<file path="config.mk">
export PLATFORM = sky130hd
export DESIGN_NAME = fish_sprite_fetch
export DESIGN_NICKNAME = d
export VERILOG_FILES = /design/src/rtl/fish_sprite_fetch_pkg.sv /design/src/rtl/fish_anim_ctrl.sv /design/src/rtl/fish_sprite_fetch.sv
export SDC_FILE = /design/constraint.sdc
export NUM_CORES = 1
export LEC_CHECK = 0
export ABC_AREA = 1
export CORE_UTILIZATION = 60
export CTS_BUF_LIST = sky130_fd_sc_hd__clkbuf_8
export DETAILED_ROUTE_END_ITERATION = 6
export DONT_BUFFER_PORTS = 1
export PLACE_DENSITY = 0.75
export SLEW_MARGIN = 5
export SYNTH_ARGS = -nofsm -noshare
export SYNTH_HDL_FRONTEND = slang
export SYNTH_SLANG_ARGS = --single-unit
export TNS_END_PERCENT = 30
</file>
<file path="constraint.sdc">
create_clock -name clk -period 4 [get_ports clk]
set_input_delay 0.6 -clock clk [delete_from_list [all_inputs] [get_ports clk]]
set_output_delay 0.6 -clock clk [all_outputs]
set_load 0.02 [all_outputs]
</file>
<file path="src/rtl/fish_sprite_fetch_pkg.sv">
// Shared VGA constants and pipeline types
// for the fish sprite read path.
package vga_params;

  localparam int VGA_H_ACT = 640;
  localparam int VGA_V_ACT = 480;
  localparam int VGA_RGB_W = 12;
  localparam logic [11:0] VGA_KEY = 12'h0F0;

  typedef struct packed {
    logic box;
    logic von;
  } pix_flags_t;

  function automatic int bits_for(input int n);
    return (n > 1) ? $clog2(n) : 1;
  endfunction

endpackage

</file>
<file path="src/rtl/fish_anim_ctrl.sv">
// Sprite position and animation frame counters,
// advanced once per screen frame.
module fish_anim_ctrl
  import vga_params::*;
#(
  parameter int H_ACT    = VGA_H_ACT,
  parameter int V_ACT    = VGA_V_ACT,
  parameter int N_FRAMES = 2,
  parameter int ANIM_DIV = 8,
  parameter int SPEED    = 1,
  localparam int FW      = bits_for(N_FRAMES),
  localparam int CW      = bits_for(ANIM_DIV)
) (
  input  logic          clk,
  input  logic          reset_n,
  input  logic          pixel_tick,
  input  logic [9:0]    pixel_x,
  input  logic [9:0]    pixel_y,
  output logic [9:0]    fish_x,
  output logic [FW-1:0] frame_idx
);

  logic [9:0]    fish_x_q, fish_x_d;
  logic [FW-1:0] frame_q, frame_d;
  logic [CW-1:0] cnt_q, cnt_d;
  logic          upd;
  logic [10:0]   sum;

  assign upd = pixel_tick
             & (pixel_x == 10'd0)
             & (pixel_y == 10'(V_ACT));
  assign sum = {1'b0, fish_x_q} + 11'(SPEED);

  // next position / counter on update event
  always_comb begin
    fish_x_d = fish_x_q;
    frame_d  = frame_q;
    cnt_d    = cnt_q;
    if (upd) begin
      if (sum >= 11'(H_ACT))
        fish_x_d = 10'(sum - 11'(H_ACT));
      else
        fish_x_d = sum[9:0];
      if (cnt_q == CW'(ANIM_DIV - 1)) begin
        cnt_d = '0;
        if (frame_q == FW'(N_FRAMES - 1))
          frame_d = '0;
        else
          frame_d = frame_q + FW'(1);
      end else begin
        cnt_d = cnt_q + CW'(1);
      end
    end
  end

  // state registers, synchronous clear
  always_ff @(posedge clk) begin
    if (!reset_n) begin
      fish_x_q <= '0;
      frame_q  <= '0;
      cnt_q    <= '0;
    end else begin
      fish_x_q <= fish_x_d;
      frame_q  <= frame_d;
      cnt_q    <= cnt_d;
    end
  end

  assign fish_x    = fish_x_q;
  assign frame_idx = frame_q;

endmodule

</file>
<file path="src/rtl/fish_sprite_fetch.sv">
// Maps VGA coordinates to sprite SRAM addresses
// and composites sprite pixels over background.
module fish_sprite_fetch
  import vga_params::*;
#(
  parameter int H_ACT      = VGA_H_ACT,
  parameter int V_ACT      = VGA_V_ACT,
  parameter int FISH_W     = 64,
  parameter int FISH_H     = 32,
  parameter int FISH_Y     = 64,
  parameter int N_FRAMES   = 2,
  parameter int ANIM_DIV   = 8,
  parameter int SPEED      = 1,
  parameter int ADDR_WIDTH = 16,
  parameter int DATA_WIDTH = VGA_RGB_W,
  parameter logic [DATA_WIDTH-1:0] TRANSPARENT =
    DATA_WIDTH'(VGA_KEY)
) (
  input  logic                  clk,
  input  logic                  reset_n,
  input  logic                  pixel_tick,
  input  logic [9:0]            pixel_x,
  input  logic [9:0]            pixel_y,
  input  logic                  video_on,
  output logic [ADDR_WIDTH-1:0] sram_addr,
  output logic                  sram_en,
  output logic                  sram_we,
  input  logic [DATA_WIDTH-1:0] sram_data,
  input  logic [DATA_WIDTH-1:0] bg_rgb,
  output logic [DATA_WIDTH-1:0] rgb_out
);

  localparam int FW      = bits_for(N_FRAMES);
  localparam int W_SHIFT = $clog2(FISH_W);
  localparam int F_SHIFT = $clog2(FISH_W * FISH_H);

  logic [9:0]    fish_x;
  logic [FW-1:0] frame_idx;

  fish_anim_ctrl #(
    .H_ACT    (H_ACT),
    .V_ACT    (V_ACT),
    .N_FRAMES (N_FRAMES),
    .ANIM_DIV (ANIM_DIV),
    .SPEED    (SPEED)
  ) u_anim (
    .clk        (clk),
    .reset_n    (reset_n),
    .pixel_tick (pixel_tick),
    .pixel_x    (pixel_x),
    .pixel_y    (pixel_y),
    .fish_x     (fish_x),
    .frame_idx  (frame_idx)
  );

  logic [ADDR_WIDTH-1:0] addr_q, addr_d;
  pix_flags_t            f1_q, f1_d, f2_q;
  logic [DATA_WIDTH-1:0] rgb_q, rgb_d;

  logic [10:0] x11, fx11, y11;
  logic        in_box;
  logic [31:0] a_frame, a_row, a_col, a_sum;

  assign x11  = {1'b0, pixel_x};
  assign fx11 = {1'b0, fish_x};
  assign y11  = {1'b0, pixel_y};

  // box test and linear sprite address
  always_comb begin
    in_box = video_on
           & (x11 >= fx11)
           & (x11 < fx11 + 11'(FISH_W))
           & (y11 >= 11'(FISH_Y))
           & (y11 < 11'(FISH_Y + FISH_H));
    a_frame = 32'(frame_idx) << F_SHIFT;
    a_row   = 32'(pixel_y - 10'(FISH_Y)) << W_SHIFT;
    a_col   = 32'(pixel_x - fish_x);
    a_sum   = a_frame + a_row + a_col;
    addr_d  = in_box ? a_sum[ADDR_WIDTH-1:0] : '0;
    f1_d.box = in_box;
    f1_d.von = video_on;
  end

  // keyed composite of sprite over background
  always_comb begin
    rgb_d = bg_rgb;
    if (!f2_q.von)
      rgb_d = '0;
    else if (f2_q.box && sram_data != TRANSPARENT)
      rgb_d = sram_data;
  end

  // pipeline registers, synchronous clear
  always_ff @(posedge clk) begin
    if (!reset_n) begin
      addr_q <= '0;
      f1_q   <= '0;
      f2_q   <= '0;
      rgb_q  <= '0;
    end else begin
      addr_q <= addr_d;
      f1_q   <= f1_d;
      f2_q   <= f1_q;
      rgb_q  <= rgb_d;
    end
  end

  assign sram_addr = addr_q;
  assign sram_en   = 1'b1;
  assign sram_we   = 1'b0;
  assign rgb_out   = rgb_q;

endmodule

</file>
==> summary.md <==
| Metric | Value |
|---|---|
| Tcrit/Tclk final | `88.62%` |
| Worst slew margin | `66.19%` |
| Total wire length | `6.846 mm` |
| HPWL after DPL | `5.499 mm` |
| Grt total ovfl | `0` |
| PD cells | `287.1 mW/mm²` |
| Clock sinks | `46` |
| Worst min path class | `in2reg` |
| Register area share after synthesis | `28.86%` |
| Compound-cell area share of the yosys netlist | `14.00%` |
| Pleak | `1.540 nW` |
| Netlist cell types | `34` |
| CTS tree | `built` |
| FFs w/ async S/R, synth | `0%` |
| Clk slew on worst S/H paths | `0.10 ns` |
| Fill cell count | `475` |
| Clk root buf | `clkbuf_8` |
| Run status | `finished clean` |
| Worst-path fanout max | `7` |
| Multiplexer share of the synthesized area | `0%` |
| Slew Viols, Final | `0` |
| RSZ-0062 raised after global routing | `no` |
| Fin Setup TNS | `0 ns` |
| Post_cts resized | `0` |
| Most frequent cells in the layout | `nand2_1 (67), inv_1 (63), nor2_1 (59)` |
| Final setup viols | `0` |
| Final Net Count | `534` |
| Syn avg cell area | `7.170 µm²` |
| Post-synth EDFFs | `0` |
| Post-Syn Area | `0.003191 mm²` |
| Max IR drop VDD | `0.1607 mV` |
| Layout area overhead | `4.118%` |
| Initial drt markers | `128` |
| Clk buf depth | `2` |
| Setup CP Type | `reg2reg` |
| Largest net degree at the start of global routing | `19` |
| Die footprint | `0.005613 mm²` |
| Die width | `74.92 µm` |
| FF+latch count, synth | `46` |
| Endpoints failing hold | `0` |
| FF-to-FF Start | `u_anim.fish_x[2]` |
| Port Buffers | `0` |
| Hold-fix buffers, CTS | `0` |
| Min cycle time layout | `3.545 ns` |
| Via density | `5.538` |
| Largest family of logic cells by synthesized area | `simple AND/OR/NAND/NOR gates` |
| Starting Density | `62.47%` |
| Post-CTS Setup Repair Bufs | `0` |
| Fmax | `282.1 MHz` |
| WP data arrival | `3.74 ns` |
| Wire per inst | `13.29 µm` |
| Io pins | `78` |
| Final Util | `65.04%` |
| Layout cells sized above 1 | `5.618%` |
| Worst-Skew Late Latency | `0.30 ns` |
| Htree depth | `2` |
| Clk_skew | `0.006339 ns` |
| Core ar. | `0.005107 mm²` |
| Vias in the first global route | `2550` |
| Req. time, crit path | `4.20 ns` |
| Max-cap viol count | `0` |
| # DRC | `0` |
| First-pass GRT wire length | `10.96 mm` |
| Synth Area in Simple Gates | `26.67%` |
| DR vias | `2852` |
| WHS | `0.3834 ns` |
| Most common cell after layout, fill and taps aside | `nand2_1` |
| Slew @ Worst Pin | `0.5066 ns` |
| Syn. warnings | `0` |
| Die Height | `74.92 µm` |
| Num CTS Buffers | `5` |
| XOR/XNOR Fraction of Synth Area | `4.118%` |
| Multi-input logic area | `0.001984 mm²` |
| Total track usage | `25.72%` |
| # diodes | `0` |
| # rows | `26` |
| Syn Inst Count | `445` |
| Antenna violations before repair | `0` |
| Main synth FF type | `dfxtp_1` |
| Worst setup path start | `u_anim.fish_x[2]` |
| Post-synthesis adder-cell area fraction | `17.18%` |
| Crit end category | `flop` |
| Worst setup SP type | `flop` |
| Worst hold start | `reset_n` |
| GP Congestion | `0.9187` |
| DRT antenna net count | `0` |
| Initial DRT Pass Iterations | `5` |
| Net count after synthesis | `535` |
| Flip-flop and latch area | `920.9 µm²` |
## stage by stage
step	total power [W]	instance area [µm²]	std cells	worst slack [ns]
final	0.0009538	3322	515	0.4553
after global routing	0.001006	3322	515	0.1890
after CTS	0.0009581	3322	515	0.5075
after detailed placement	0.0006619	3229	507	0.4285
after global placement	0.0006560	3229	507	0.5260
after floorplan	0.0006314	3191	445	0.7179
## layout make-up
type | instances | share of cell area, %
multi-input combinational | 328 | 59.74
sequential | 46 | 27.72
inverter | 63 | 7.119
tap | 70 | 2.637
clock buffer | 5 | 2.072
clock inverter | 3 | 0.7156
## metal layers
metal | GRT usage [%] | up-vias | wire length, µm
met5 | 0 | - | 0
li1 | - | 1447 | -
met3 | 5.622 | 13 | 491
met4 | 5.870 | 0 | 84
met2 | 45.15 | 119 | 3233
met1 | 32.20 | 1273 | 3037
## final timing paths
| check | to | slack (ns) | depth (start not counted) |
|---|---|---|---|
| worst max-delay path | sram_addr[13] | 0.46 | 17 |
| worst min register to register | f2_q[0] | 0.41 | 2 |
| worst min-delay path | f2_q[0] | 0.38 | 2 |
| worst max register to register | sram_addr[13] | 0.46 | 17 |
## cell usage after synthesis, types with 2 or more instances
library cell / n / area (µm²)
nand2_1: 67 / 251.5
inv_1: 63 / 236.5
nor2_1: 59 / 221.5
dfxtp_1: 46 / 920.9
ha_1: 39 / 488.0
o21ai_0: 33 / 165.2
a21oi_1: 30 / 150.1
nand3_1: 23 / 115.1
nor2_2: 10 / 62.56
xor2_1: 9 / 78.83
nand4_1: 7 / 43.79
nor3_1: 7 / 35.03
xnor2_1: 6 / 52.55
nor4_1: 5 / 31.28
a21o_1: 4 / 30.03
clkbuf_1: 4 / 15.01
o21bai_1: 4 / 30.03
buf_4: 3 / 22.52
fa_1: 3 / 60.06
nand3b_1: 3 / 22.52
or2_2: 3 / 18.77
a211oi_1: 2 / 15.01
a31oi_1: 2 / 12.51
conb_1: 2 / 7.510
o211a_1: 2 / 20.02
## logic make-up after synthesis
logic type / after synthesis
flops: 46
compound gates: 80
other cells: 2
buf+inv: 71
fa+ha+maj: 42
simple gates: 189
xor+xnor: 15
## sequential cells by signal, indices dropped and copies added, names as in the netlist
| register | count |
|---|---|
| u_anim.cnt_q | 3 |
| rgb_out | 12 |
| sram_addr | 16 |
| f1_q | 2 |
| u_anim.frame_idx | 1 |
| u_anim.fish_x | 10 |
| f2_q | 2 |
## critical path, stage by stage (launching register included)
cell and delay (ns):
dfxtp_1 0.43, inv_1 0.11, ha_1 0.34, a21oi_1 0.19, nand2_1 0.16, a31oi_1 0.30, xor2_1 0.12, ha_1 0.29
ha_1 0.17, inv_1 0.07, fa_1 0.44, nor2_1 0.15, o21ai_0 0.09, nand2_1 0.12, a21oi_1 0.07, o21ai_0 0.20
xor2_1 0.16, nor2_1 0.05
## report_power, final
group | switching [W] | total [W] | internal (W)
combinational | 0.000112 | 0.000187 | 0.0000748
sequential | 0.00000467 | 0.000466 | 0.000461
clock | 0.000175 | 0.000301 | 0.000125
(Power assumes the default switching activity.)
